### src/rtl/serial_parallel_onehot_signed_16_outputs.sv
// rtl/serial_parallel_onehot_signed_16_outputs.sv - expands one (index, value) pair into NUM_CHUNKS serial 16-lane one-hot chunks
module serial_parallel_onehot_signed_16_outputs #(
  parameter int WIDTH        = 8,
  parameter int ARGMAX_WIDTH = 8,
  parameter int NUM_CHUNKS   = 16
) (
  input  logic                           clk,
  input  logic                           rst,
  input  logic                           start,
  input  logic        [ARGMAX_WIDTH-1:0] in_argmax,
  input  logic signed [WIDTH-1:0]        in_value,
  output logic                           busy,
  input  logic                           out_ready,
  output logic                           out_valid,
  output logic signed [WIDTH-1:0]        out [15:0],
  output logic        [ARGMAX_WIDTH-5:0] out_chunk,
  output logic                           out_last,
  output logic                           out_of_range
);

  localparam int CW = ARGMAX_WIDTH - 4;
  localparam logic [CW-1:0] LAST_CHUNK = CW'(NUM_CHUNKS - 1);
  // One extra bit so 16*NUM_CHUNKS == 2^ARGMAX_WIDTH does not wrap to zero.
  localparam logic [ARGMAX_WIDTH:0] LANE_COUNT = (ARGMAX_WIDTH + 1)'(16 * NUM_CHUNKS);

  typedef enum logic {IDLE, STREAM} state_t;

  state_t                   state;
  state_t                   state_next;
  logic [ARGMAX_WIDTH-1:0]  idx_q;
  logic signed [WIDTH-1:0]  val_q;
  logic                     accept;
  logic                     advance;
  logic                     finish;
  logic [CW-1:0]            chunk_next;
  logic [ARGMAX_WIDTH-1:0]  sel_idx;
  logic signed [WIDTH-1:0]  sel_val;
  logic signed [WIDTH-1:0]  lanes_next [15:0];

  // State register; reset drops any frame in flight.
  always_ff @(posedge clk or negedge rst) begin
    if (!rst) state <= IDLE;
    else      state <= state_next;
  end

  // Next-state logic: accept start only in IDLE, step the chunk on each transfer,
  // and return to IDLE on the transfer of the final chunk.
  always_comb begin
    state_next = state;
    accept     = 1'b0;
    advance    = 1'b0;
    finish     = 1'b0;
    chunk_next = out_chunk;
    sel_idx    = idx_q;
    sel_val    = val_q;
    case (state)
      IDLE: begin
        if (start) begin
          accept     = 1'b1;
          state_next = STREAM;
          chunk_next = '0;
          sel_idx    = in_argmax;
          sel_val    = in_value;
        end
      end
      STREAM: begin
        if (out_ready) begin
          if (out_chunk == LAST_CHUNK) begin
            finish     = 1'b1;
            state_next = IDLE;
          end else begin
            advance    = 1'b1;
            chunk_next = out_chunk + CW'(1);
          end
        end
      end
      default: state_next = IDLE;
    endcase
  end

  // Lane contents of the chunk about to be presented: only the lane whose global
  // index matches carries the value. Out-of-range indices never match.
  always_comb begin
    for (int j = 0; j < 16; j++) begin
      lanes_next[j] = ({chunk_next, 4'(j)} == sel_idx) ? sel_val : '0;
    end
  end

  // Registered outputs and frame context; outputs only change on accept or transfer.
  always_ff @(posedge clk or negedge rst) begin
    if (!rst) begin
      idx_q        <= '0;
      val_q        <= '0;
      out_of_range <= 1'b0;
      out_valid    <= 1'b0;
      busy         <= 1'b0;
      out_last     <= 1'b0;
      out_chunk    <= '0;
      for (int j = 0; j < 16; j++) out[j] <= '0;
    end else begin
      if (accept) begin
        idx_q        <= in_argmax;
        val_q        <= in_value;
        out_of_range <= ({1'b0, in_argmax} >= LANE_COUNT);
      end
      if (accept || advance) begin
        out_valid <= 1'b1;
        busy      <= 1'b1;
        out_chunk <= chunk_next;
        out_last  <= (chunk_next == LAST_CHUNK);
        for (int j = 0; j < 16; j++) out[j] <= lanes_next[j];
      end else if (finish) begin
        out_valid <= 1'b0;
        busy      <= 1'b0;
        out_last  <= 1'b0;
        out_chunk <= '0;
        for (int j = 0; j < 16; j++) out[j] <= '0;
      end
    end
  end

endmodule

### config.mk
export PLATFORM = sky130hd
export DESIGN_NAME = serial_parallel_onehot_signed_16_outputs
export DESIGN_NICKNAME = d
export VERILOG_FILES = /design/src/rtl/serial_parallel_onehot_signed_16_outputs.sv
export SDC_FILE = /design/constraint.sdc
export NUM_CORES = 1
export LEC_CHECK = 0
export ABC_AREA = 1
export CORE_MARGIN = 2
export CORE_UTILIZATION = 40
export DETAILED_ROUTE_END_ITERATION = 8
export DONT_BUFFER_PORTS = 1
export PLACE_DENSITY_LB_ADDON = 0.1
export SETUP_SLACK_MARGIN = 0.4
export SYNTH_ARGS = -nofsm -noshare
export SYNTH_HDL_FRONTEND = slang
export SYNTH_SLANG_ARGS = --single-unit
export TNS_END_PERCENT = 30
### constraint.sdc
create_clock -name clk -period 2.3 [get_ports clk]
set_input_delay 0.345 -clock clk [delete_from_list [all_inputs] [get_ports clk]]
set_output_delay 0.345 -clock clk [all_outputs]
set_load 0.1 [all_outputs]
==> results.py, run 1 <==
metrics = {
    "route": {
        "wl_met2_um": 9812,
        "wl_per_cell_um": 17.76,
        "post-route-drc-count": 0,
        "drt_iter0_markers": 398,
        "wirelength_um": 19920,
        "drt-vias-per-instance": 5.013,
        "vias": 5625,
        "drt-pass1-iter-count": 5,
        "postRouteAntennaNets": 0,
        "dr_wl_met3_um": 1143,
        "met1_length_um": 8451,
        "dr.max_layer_used": "met4",
    },
    "setup_path": {
        "cpPeakStageDelay_ns": 0.50,
        "start_kind": "register",
        "slowest_stage": "dfrtp_4",
        "cp.required_ns": 2.66,
        "endpoint_kind": "register",
        "crit_chain": "ha_4, nand3_4, nor2_4, nor2_2, nand2_2, nand2_2, nand2_1, nand2_1, nand2_2, nor2_4, clkbuf_16, buf_16, nand3_1, nand2_1",
        "worstSetupPathType": "register to register",
        "arrival_ns": 2.39,
        "path_max_fanout": 8,
    },
    "sta": {
        "slew_headroom_pct": 64.12,
        "finalCriticalPeriod_ns": 2.031,
        "fin_setup_tns_ns": 0,
        "hold_ws_ns": -0.3891,
        "period_share_pct": 88.32,
        "fmax_mhz": 492.3,
        "final-hold-violation-count": 151,
        "setup_violations": 0,
        "rsz0062_at_grt": "yes",
        "finClkSkew_ns": 0.01817,
        "worst_slew_pin_slew_ns": 0.5382,
        "slew_viol_final": 0,
    },
    "placed_design": {
        "place_area_um2": 7864,
        "hpwl_um": 12780,
        "io_buffers": 0,
        "gp_congestion": 0.8488,
    },
    "finish": {
        "area_growth_pct": 38.78,
        "nFillCells": 1427,
        "nets": 914,
        "drive_above_1_share_pct": 30.57,
        "final_cell_area_um2": 8972,
        "diodes": 0,
    },
    "clock_network": {
        "clockRootBuffer": "clkbuf_16",
        "htreeDepth": 4,
        "cts_sinks": 151,
        "path_clk_slew_ns": 0.06,
        "clockBufferDepth": 2,
        "numCtsBuffers": 17,
        "cts_tree": "done",
        "clk_latency_ns": 0.44,
    },
    "logic_synthesis": {
        "yosys_warnings": 0,
        "synth.distinct_cells": 24,
        "ys_seq_area_share_pct": 58.45,
        "netlist_instances": 740,
        "synth_edf_count": 0,
        "yosysMostFrequentCell": "nand2_1",
        "avgSynthCellArea_um2": 8.736,
        "synth_top_area_share_pct": 58.45,
        "yosysTopAreaCell": "dfrtp_1",
        "ys_ff_latch": 151,
        "synth_commonest_cells": "326 x nand2_1, 151 x dfrtp_1, 140 x nand3_1, 26 x inv_1, 15 x buf_6",
        "synth_async_sr_flop_share_pct": 100.0,
        "synth_area_um2": 6465,
        "synth_area_leaders": "dfrtp_1 58%, nand2_1 19%, nand3_1 11%, buf_6 2.6%, inv_1 1.5%",
        "ys.flop_type": "dfrtp_1",
        "synth_fp_nets": 761,
    },
    "floorplanning": {
        "start_util_pct": 40.85,
        "die_y_um": 131.1,
        "dieWidth_um": 131.1,
        "io_pins": 156,
        "die-area_um2": 17200,
        "core-area_um2": 15830,
        "rows": 46,
    },
    "min_path": {
        "hold_class": "primary input to asynchronous set/reset pin",
    },
    "flow_run": {
        "cap_violations": 0,
    },
    "grt": {
        "gr-total-overflow": 0,
        "grt_util_all_layers_pct": 23.22,
        "grt_max_degree": 152,
        "grt_pass1_wl_um": 31040,
        "first_global_vias": 5569,
        "antenna_found_initial": 0,
    },
    "power_and_ir_drop": {
        "leakagePower_nw": 4.944,
        "power_density_nw_per_um2": 1232,
        "ir_worst_vdd_v": 0.0007206,
    },
    "status": {
        "status": "finished, violations left",
        "violations": "hold timing",
    },
}
-- worst paths after layout --
path / startpoint / end / slack (ns) / cells after the start
max: out_chunk[1] / out[29] / 0.27 / 14
min: rst / out[43] / -0.39 / 0
max reg2reg: out_chunk[1] / out[29] / 0.27 / 14
min reg2reg: val_q[6] / val_q[6] / 0.47 / 2
max in group asynchronous: rst / out[47] / 2.40 / 0
min in group clk: in_value[6] / val_q[6] / 0.06 / 2
-- critical path: cells and delay by family, from the launching register on --
kind | cells | cell delay (ns)
and+or+nand+nor | 11 | 0.91
DFF | 1 | 0.50
adders and majority gates | 1 | 0.19
buffers and inverters | 2 | 0.34
-- sequential cells by signal, indices dropped and copies added (netlist names) --
name	cells
out	128
idx_q	8
val_q	8
out_chunk	4
out_last	1
out_valid	1
state	1
-- cells in the final DEF (no fill, tap or decap), drive strengths merged --
| master | instances |
|---|---|
| clkbuf | 29 |
| nand4 | 1 |
| nand2 | 331 |
| dfrtp | 151 |
| inv | 29 |
| buf | 171 |
| nor2 | 21 |
| bufinv | 5 |
| clkinvlp | 2 |
| o22ai | 3 |
| nand3 | 140 |
| clkinv | 2 |
| or2 | 4 |
| o21ai | 14 |
| ha | 1 |
| conb | 1 |
| or3 | 1 |
-- repair_timing --
action	4_1_cts	5_1_grt
gates cloned	0	5
pin swaps	3	16
gates resized for setup	16	37
setup endpoints to repair	132	128
setup buffers	6	4
hold endpoints to repair	151	151
-- stage by stage --
stage	power, W	std cells	hold slack [ns]	utilization, %	setup WS [ns]
4_1_cts	0.01054	1113	-0.4040	54.70	0.3510
3_3_place_gp	0.007127	1075	0.05334	49.68	0.2211
2_1_floorplan	0.005951	740	0.04941	-	0.3766
5_1_grt	0.01155	1122	-0.4072	56.69	0.1388
3_5_place_dp	0.007162	1075	0.05242	49.68	0.2035
6_report	0.01105	1122	-0.3891	56.69	0.2686
-- power by group --
group	switching [W]	total, W	internal, W
Clock	0.00108	0.00309	0.00201
Sequential	0.000200	0.00311	0.00291
Combinational	0.00334	0.00485	0.00152
-- kinds of logic (layout without fill, tap and decap cells) --
family | after synthesis | in the layout | share of synthesized area (%)
AOI/OAI and AO/OA | 17 | 17 | 1.490
adders and majority gates | 1 | 1 | 0.1935
buffers and inverters | 72 | 238 | 6.328
DFF | 151 | 151 | 58.45
other | 1 | 1 | 0.05801
and+or+nand+nor | 498 | 498 | 33.48
-- layout make-up --
type	count	area, um2	area share (%)
clock buffer	24	481.7	5.369
sequential	151	3794	42.28
clock inverter	8	167.7	1.869
inverter	30	116.4	1.297
multi-input combinational	517	2535	28.25
tap	216	270.3	3.012
timing repair buffer	176	1608	17.92
-- metal layers --
metal  global-route usage, %  up-vias
met3                   7.022       39
met5                       0        -
met1                   28.89     2765
met2                   37.98      158
li1                        -     2663
met4                   9.360        0
No activity file was read; power rests on OpenSTA's default activity.
==> inputs of run 2 (changes only) <==
- ABC_AREA: 1 -> default
==> run 2 against run 1 <==
The run still ends with hold timing left. First-iteration DRC count down 29%. Via count up 5.7%. Critical path depth down 7. Register-to-register slack worse by 0.17 ns. Final cell count up 0.89%. Synthesized cell count down 0.68%. Clock power down 6%. Cell area up 12%. Routed wire length up 13%. Sequential power down 7.4%. Global-route usage down 0.93 points. Core utilization down 2.7 points. Critical path type unchanged. Critical endpoint is now out[117]. Highest routed layer unchanged.
==> results.py, run 2 <==
metrics = {
    "setup_path": {
        "arrival_ns": 2.53,
        "cp.required_ns": 2.62,
        "start_kind": "register",
        "crit_start": "out_chunk[1]",
        "worstSetupPathType": "register to register",
        "r2r_cells": 7,
        "crit_end": "out[117]",
        "path_max_fanout": 36,
        "reg2reg_to": "out[117]",
        "rrSetupSlack_ns": 0.09,
        "r2r-start": "out_chunk[1]",
        "endpoint_kind": "register",
    },
    "sta": {
        "finalCriticalPeriod_ns": 2.206,
        "rsz0062_at_grt": "yes",
        "worst_slew_pin_slew_ns": 0.6053,
        "period_share_pct": 95.90,
        "final-hold-violation-count": 151,
        "hold_ws_ns": -0.3809,
        "slew_headroom_pct": 59.55,
        "setup_slack_ns": 0.09428,
        "fin_setup_tns_ns": 0,
        "fmax_mhz": 453.4,
        "slew_viol_final": 0,
        "setup_violations": 0,
        "finClkSkew_ns": 0.01192,
    },
    "finish": {
        "top_register": "out",
        "area_growth_pct": 32.68,
        "final_cell_mix": "297 x nand2_1, 164 x buf_4, 145 x dfrtp_1, 109 x o31ai_2, 20 x buf_12",
        "reg_top3": "out: 128 flops, idx_q: 8 flops, val_q: 8 flops",
        "nets": 906,
        "final_cell_area_um2": 10090,
        "drive_above_1_share_pct": 42.09,
        "diodes": 0,
        "largest_reg_flops": 128,
        "mostFrequentLayoutCell": "nand2_1",
    },
    "grt": {
        "met1_usage_pct": 28.75,
        "grt_pass1_wl_um": 34180,
        "use_met3_pct": 6.412,
        "first_global_vias": 6053,
        "grt_util_all_layers_pct": 22.28,
        "antenna_found_initial": 0,
        "gr-total-overflow": 0,
        "grt_busiest_layer": "met2",
        "grt_max_degree": 152,
        "grtUsageMet2_pct": 36.92,
    },
    "floorplanning": {
        "die-area_um2": 20130,
        "io_pins": 156,
        "dieWidth_um": 141.9,
        "core-area_um2": 18710,
        "rows": 50,
        "start_util_pct": 40.66,
        "die_y_um": 141.9,
    },
    "power_and_ir_drop": {
        "power_density_nw_per_um2": 874.6,
        "switchingPower_w": 0.003318,
        "pwr-share-seq_pct": 32.6,
        "leakagePower_nw": 4.435,
        "pwr-share-comb_pct": 34.6,
        "ir_worst_vdd_v": 0.0005504,
        "p_clk_share_pct": 32.8,
        "power.total_w": 0.008825,
        "p_sw_share_pct": 37.60,
        "intPower_w": 0.005507,
    },
    "clock_network": {
        "htreeDepth": 4,
        "clk_latency_ns": 0.42,
        "clockBufferDepth": 2,
        "numCtsBuffers": 17,
        "cts_sinks": 151,
        "cts_tree": "done",
        "path_clk_slew_ns": 0.07,
        "clockRootBuffer": "clkbuf_16",
    },
    "status": {
        "status": "finished, violations left",
        "violations": "hold timing",
    },
    "logic_synthesis": {
        "synth_edf_count": 0,
        "synth_area_leaders": "dfrtp_1 50%, o31ai_2 20%, nand2_1 15%, buf_12 2.9%, buf_2 1.6%",
        "synth.distinct_cells": 46,
        "avgSynthCellArea_um2": 10.35,
        "ys_seq_area_share_pct": 49.69,
        "ys_ff_latch": 151,
        "synth_async_sr_flop_share_pct": 100.0,
        "yosysTopAreaCell": "dfrtp_1",
        "synth_top_area_share_pct": 49.69,
        "yosysMostFrequentCell": "nand2_1",
        "yosys_warnings": 0,
        "synth_area_um2": 7605,
        "netlist_instances": 735,
        "synth_commonest_cells": "297 x nand2_1, 151 x dfrtp_1, 120 x o31ai_2, 25 x buf_2",
        "ys.flop_type": "dfrtp_1",
        "synth_fp_nets": 756,
    },
    "route": {
        "postRouteAntennaNets": 0,
        "drt_iter0_markers": 283,
        "vias": 5944,
        "drt-vias-per-instance": 5.251,
        "wl_per_cell_um": 19.92,
        "wirelength_um": 22550,
        "drt-pass1-iter-count": 4,
        "post-route-drc-count": 0,
    },
    "placed_design": {
        "hpwl_um": 14230,
        "gp_congestion": 0.7832,
        "post-place-ws_ns": -0.03742,
        "place_area_um2": 9022,
        "io_buffers": 0,
    },
    "min_path": {
        "hold_class": "primary input to asynchronous set/reset pin",
    },
    "flow_run": {
        "cap_violations": 0,
    },
}
==> run 2: changes by cell type in the layout (fill, tap and decap cells not counted), moves of 13 or more <==
cell / previous run / this run
inv_1: 25 / 7
nand2_1: 314 / 297
nand2_2: 13 / 0
nand3_1: 120 / 1
nand3_2: 16 / 0
nor2_1: 1 / 16
nor2_4: 19 / 2
o31ai_2: 0 / 109
o31ai_4: 0 / 14
==> run 2: cell families (layout without fill, tap and decap cells) <==
| logic type | Yosys count | count (layout) | synth area share (%) |
|---|---|---|---|
| fa+ha+maj | 1 | 1 | 0.1645 |
| mux | 3 | 3 | 0.4935 |
| compound gates | 169 | 169 | 24.38 |
| other cells | 1 | 1 | 0.04931 |
| simple gates | 338 | 338 | 18.02 |
| buf+inv | 69 | 232 | 6.861 |
| xor+xnor | 3 | 3 | 0.3456 |
| flops | 151 | 151 | 49.69 |
==> run 2: power by group through the flow <==
stage | Sequential (W) | Clock, W | Combinational, W
finish | 0.00288 | 0.00290 | 0.00305
global route | 0.00289 | 0.00306 | 0.00323
CTS | 0.00287 | 0.00295 | 0.00291
detailed placement | 0.00293 | 0 | 0.00256
global placement | 0.00292 | 0 | 0.00252
floorplan | 0.00326 | 0 | 0.00177
==> run 2: how the worst min path moves through the flow <==
stage               start        to  slack (ns)  cells past startpoint
floorplan             rst  idx_q[0]        0.05                      0
global placement      rst  out[108]        0.05                      0
detailed placement    rst  out[106]        0.05                      0
CTS                   rst   out[98]       -0.39                      0
global route          rst   out[97]       -0.40                      0
finish                rst   out[97]       -0.38                      0
==> run 2: stage by stage <==
| stage | util [%] | cells |
|---|---|---|
| CTS | 52.69 | 1127 |
| finish | 53.94 | 1132 |
| global placement | 48.23 | 1088 |
| global route | 53.94 | 1132 |
| floorplan | - | 735 |
| detailed placement | 48.23 | 1088 |
==> run 2: critical path, stage by stage (launching register included) <==
cell     delay (ns)
dfrtp_4        0.50
ha_4           0.19
and4_4         0.15
a221o_1        0.35
xnor2_1        0.15
o22a_4         0.28
buf_12         0.21
o31ai_2        0.24
==> run 2: area by class of cell <==
class / instances / area (um2)
clock buffer: 22 / 494.2
fill: 1655 / 8616
clock inverter: 10 / 116.4
sequential: 151 / 3794
tap: 234 / 292.8
timing repair buffer: 193 / 1822
inverter: 7 / 26.28
multi-input combinational: 515 / 3545
==> run 2: per-layer routing <==
metal  share of wire [%]  up-vias
li1                    -     2831
met1                  44     2938
met2                  48      155
met3                 6.8       20
met4                 1.2        0
met5                   0        -
==> run 2: what timing repair did <==
item	in CTS	in global routing
resized for setup	25	31
endpoints found under the setup margin	128	128
pin swaps	1	5
endpoints found under the hold margin	151	151
buffers inserted	4	3
cloned	3	2
==> inputs of run 3 (changes only) <==
- CORE_UTILIZATION: 40 -> 55
==> run 3 against run 2 <==
The flow still finishes with violations (hold timing). Sequential share of layout area rose by 1.3 points. Final cell count fell by 6.6%. Combinational power fell by 5%. Clock-buffer cell count rose by 1. Critical path type unchanged. Largest cell class unchanged.
==> results.py, run 3 (same netlist as run 2, synthesis figures left out) <==
metrics = {
    "status": {
        "status": "finished, violations left",
        "violations": "hold timing",
    },
    "setup_path": {
        "rrSetupSlack_ns": 0.02,
        "start_kind": "register",
        "reg2reg_to": "out[61]",
        "r2r-start": "out_chunk[1]",
        "crit_family": "compound AO/OA/AOI/OAI gates",
        "r2r_cells": 7,
        "endpoint_kind": "register",
        "arrival_ns": 2.61,
        "worstSetupPathType": "register to register",
        "crit_chain": "ha_4, and4_4, a221o_1, xnor2_2, o22a_4, buf_16, o31ai_2",
        "cpPeakStageDelay_ns": 0.50,
        "slowest_stage": "dfrtp_4",
        "path_max_fanout": 57,
        "cp.buffers_inverters": 1,
        "cp.required_ns": 2.62,
    },
    "power_and_ir_drop": {
        "switchingPower_w": 0.003191,
        "p_clk_share_pct": 31.9,
        "p_sw_share_pct": 37.37,
        "ir_worst_vdd_v": 0.0005283,
        "pwr-share-seq_pct": 34.1,
        "pwr-share-comb_pct": 34.0,
        "power_density_nw_per_um2": 876.9,
        "intPower_w": 0.005350,
        "leakagePower_nw": 4.306,
        "power.total_w": 0.008541,
    },
    "clock_network": {
        "cts_tree": "done",
        "htreeDepth": 4,
        "clk_latency_ns": 0.43,
        "cts_sinks": 151,
        "path_clk_slew_ns": 0.06,
        "clockRootBuffer": "clkbuf_16",
        "clockBufferDepth": 2,
        "numCtsBuffers": 17,
    },
    "sta": {
        "setup_slack_ns": 0.01806,
        "period_share_pct": 99.21,
        "rsz0062_at_grt": "yes",
        "final-hold-violation-count": 151,
        "worst_slew_pin_slew_ns": 0.8916,
        "finalCriticalPeriod_ns": 2.282,
        "fin_setup_tns_ns": 0,
        "hold_ws_ns": -0.3865,
        "finClkSkew_ns": 0.005795,
        "fmax_mhz": 438.2,
        "slew_headroom_pct": 40.56,
        "slew_viol_final": 0,
        "setup_violations": 0,
    },
    "route": {
        "postRouteAntennaNets": 0,
        "post-route-drc-count": 0,
        "vias": 6118,
        "wirelength_um": 21280,
        "wl_per_cell_um": 20.13,
        "drt_iter0_markers": 520,
        "drt-pass1-iter-count": 5,
        "drt-vias-per-instance": 5.788,
    },
    "floorplanning": {
        "rows": 42,
        "die_y_um": 121.6,
        "start_util_pct": 56.97,
        "core-area_um2": 13350,
        "die-area_um2": 14780,
        "dieWidth_um": 121.6,
        "io_pins": 156,
    },
    "finish": {
        "nFillCells": 964,
        "largest_reg_flops": 128,
        "drive_above_1_share_pct": 42.00,
        "nets": 890,
        "top_register": "out",
        "final_cells": 1057,
        "area_growth_pct": 28.08,
        "mostFrequentLayoutCell": "nand2_1",
        "diodes": 0,
        "reg_top3": "out: 128 flops, idx_q: 8 flops, val_q: 8 flops",
        "final_cell_mix": "297 x nand2_1, 156 x buf_4, 145 x dfrtp_1, 116 x o31ai_2, 20 x clkbuf_16",
    },
    "grt": {
        "grt_pass1_wl_um": 32190,
        "grt_max_degree": 152,
        "antenna_found_initial": 0,
        "gr-total-overflow": 0,
        "first_global_vias": 6041,
        "grt_util_all_layers_pct": 28.37,
    },
    "placed_design": {
        "io_buffers": 0,
        "hpwl_um": 12910,
        "post-place-ws_ns": 0.03179,
        "dp.cells": 1009,
        "gp_congestion": 0.8253,
    },
    "min_path": {
        "hold_class": "primary input to asynchronous set/reset pin",
    },
    "flow_run": {
        "cap_violations": 0,
    },
}
## run 3: cell count changes in the layout (fill, tap and decap cells not counted), sizes merged
cell,before,now
buf,192,173
clkbuf,23,27
clkinvlp,2,1
inv,9,8
## run 3: power groups by stage
stage | clock network (W) | registers [W] | logic [W]
6_report | 0.00273 | 0.00291 | 0.00291
5_1_grt | 0.00289 | 0.00292 | 0.00303
4_1_cts | 0.00275 | 0.00290 | 0.00259
3_5_place_dp | 0 | 0.00296 | 0.00241
3_3_place_gp | 0 | 0.00295 | 0.00236
2_1_floorplan | 0 | 0.00326 | 0.00177
## run 3: per-layer routing
| layer | track usage [%] | part of all wire, % |
|---|---|---|
| met1 | 35.90 | 39 |
| met2 | 45.58 | 50 |
| met3 | 9.597 | 9.3 |
| met4 | 10.34 | 2.3 |
| met5 | 0 | 0 |
## run 3: area by class of cell
cell class	count	area [um2]	share of cell area (%)
Clock buffer	23	478.0	4.907
Clock inverter	8	96.34	0.9891
Inverter	7	26.28	0.2697
Multi-Input combinational cell	515	3522	36.16
Sequential cell	151	3794	38.95
Tap cell	176	220.2	2.261
Timing Repair Buffer	177	1604	16.47
## run 3: how the worst max path moves through the flow
stage	start	to	slack, ns	cells past startpoint
floorplan	out_chunk[0]	out[64]	0.06	8
global placement	out_chunk[1]	out[56]	0.11	6
detailed placement	state	out[122]	0.03	5
CTS	out_chunk[1]	out[61]	0.06	7
global route	out_chunk[1]	out[16]	-0.007	7
finish	out_chunk[1]	out[61]	0.02	7
## run 3: per-stage QoR
step                      hold WS (ns)  utilization [%]  instance area (um2)
after global placement         0.05465            65.49                 8742
after CTS                      -0.3980            70.99                 9475
final                          -0.3865            72.98                 9741
after detailed placement       0.05361            65.49                 8742
after global routing           -0.4031            72.98                 9741
after floorplan                0.04941                -                 7747
## run 3: worst register-to-register path: stages (launching register included)
cell	delay, ns
dfrtp_4	0.50
ha_4	0.19
and4_4	0.15
a221o_1	0.38
xnor2_2	0.16
o22a_4	0.24
buf_16	0.23
o31ai_2	0.34
## run 3: what timing repair did
item	4_1_cts	5_1_grt
gates resized for setup	17	33
endpoints found under the setup margin	128	128
pin swaps	0	3
endpoints found under the hold margin	151	151
cloned	1	6
buffers inserted	7	3
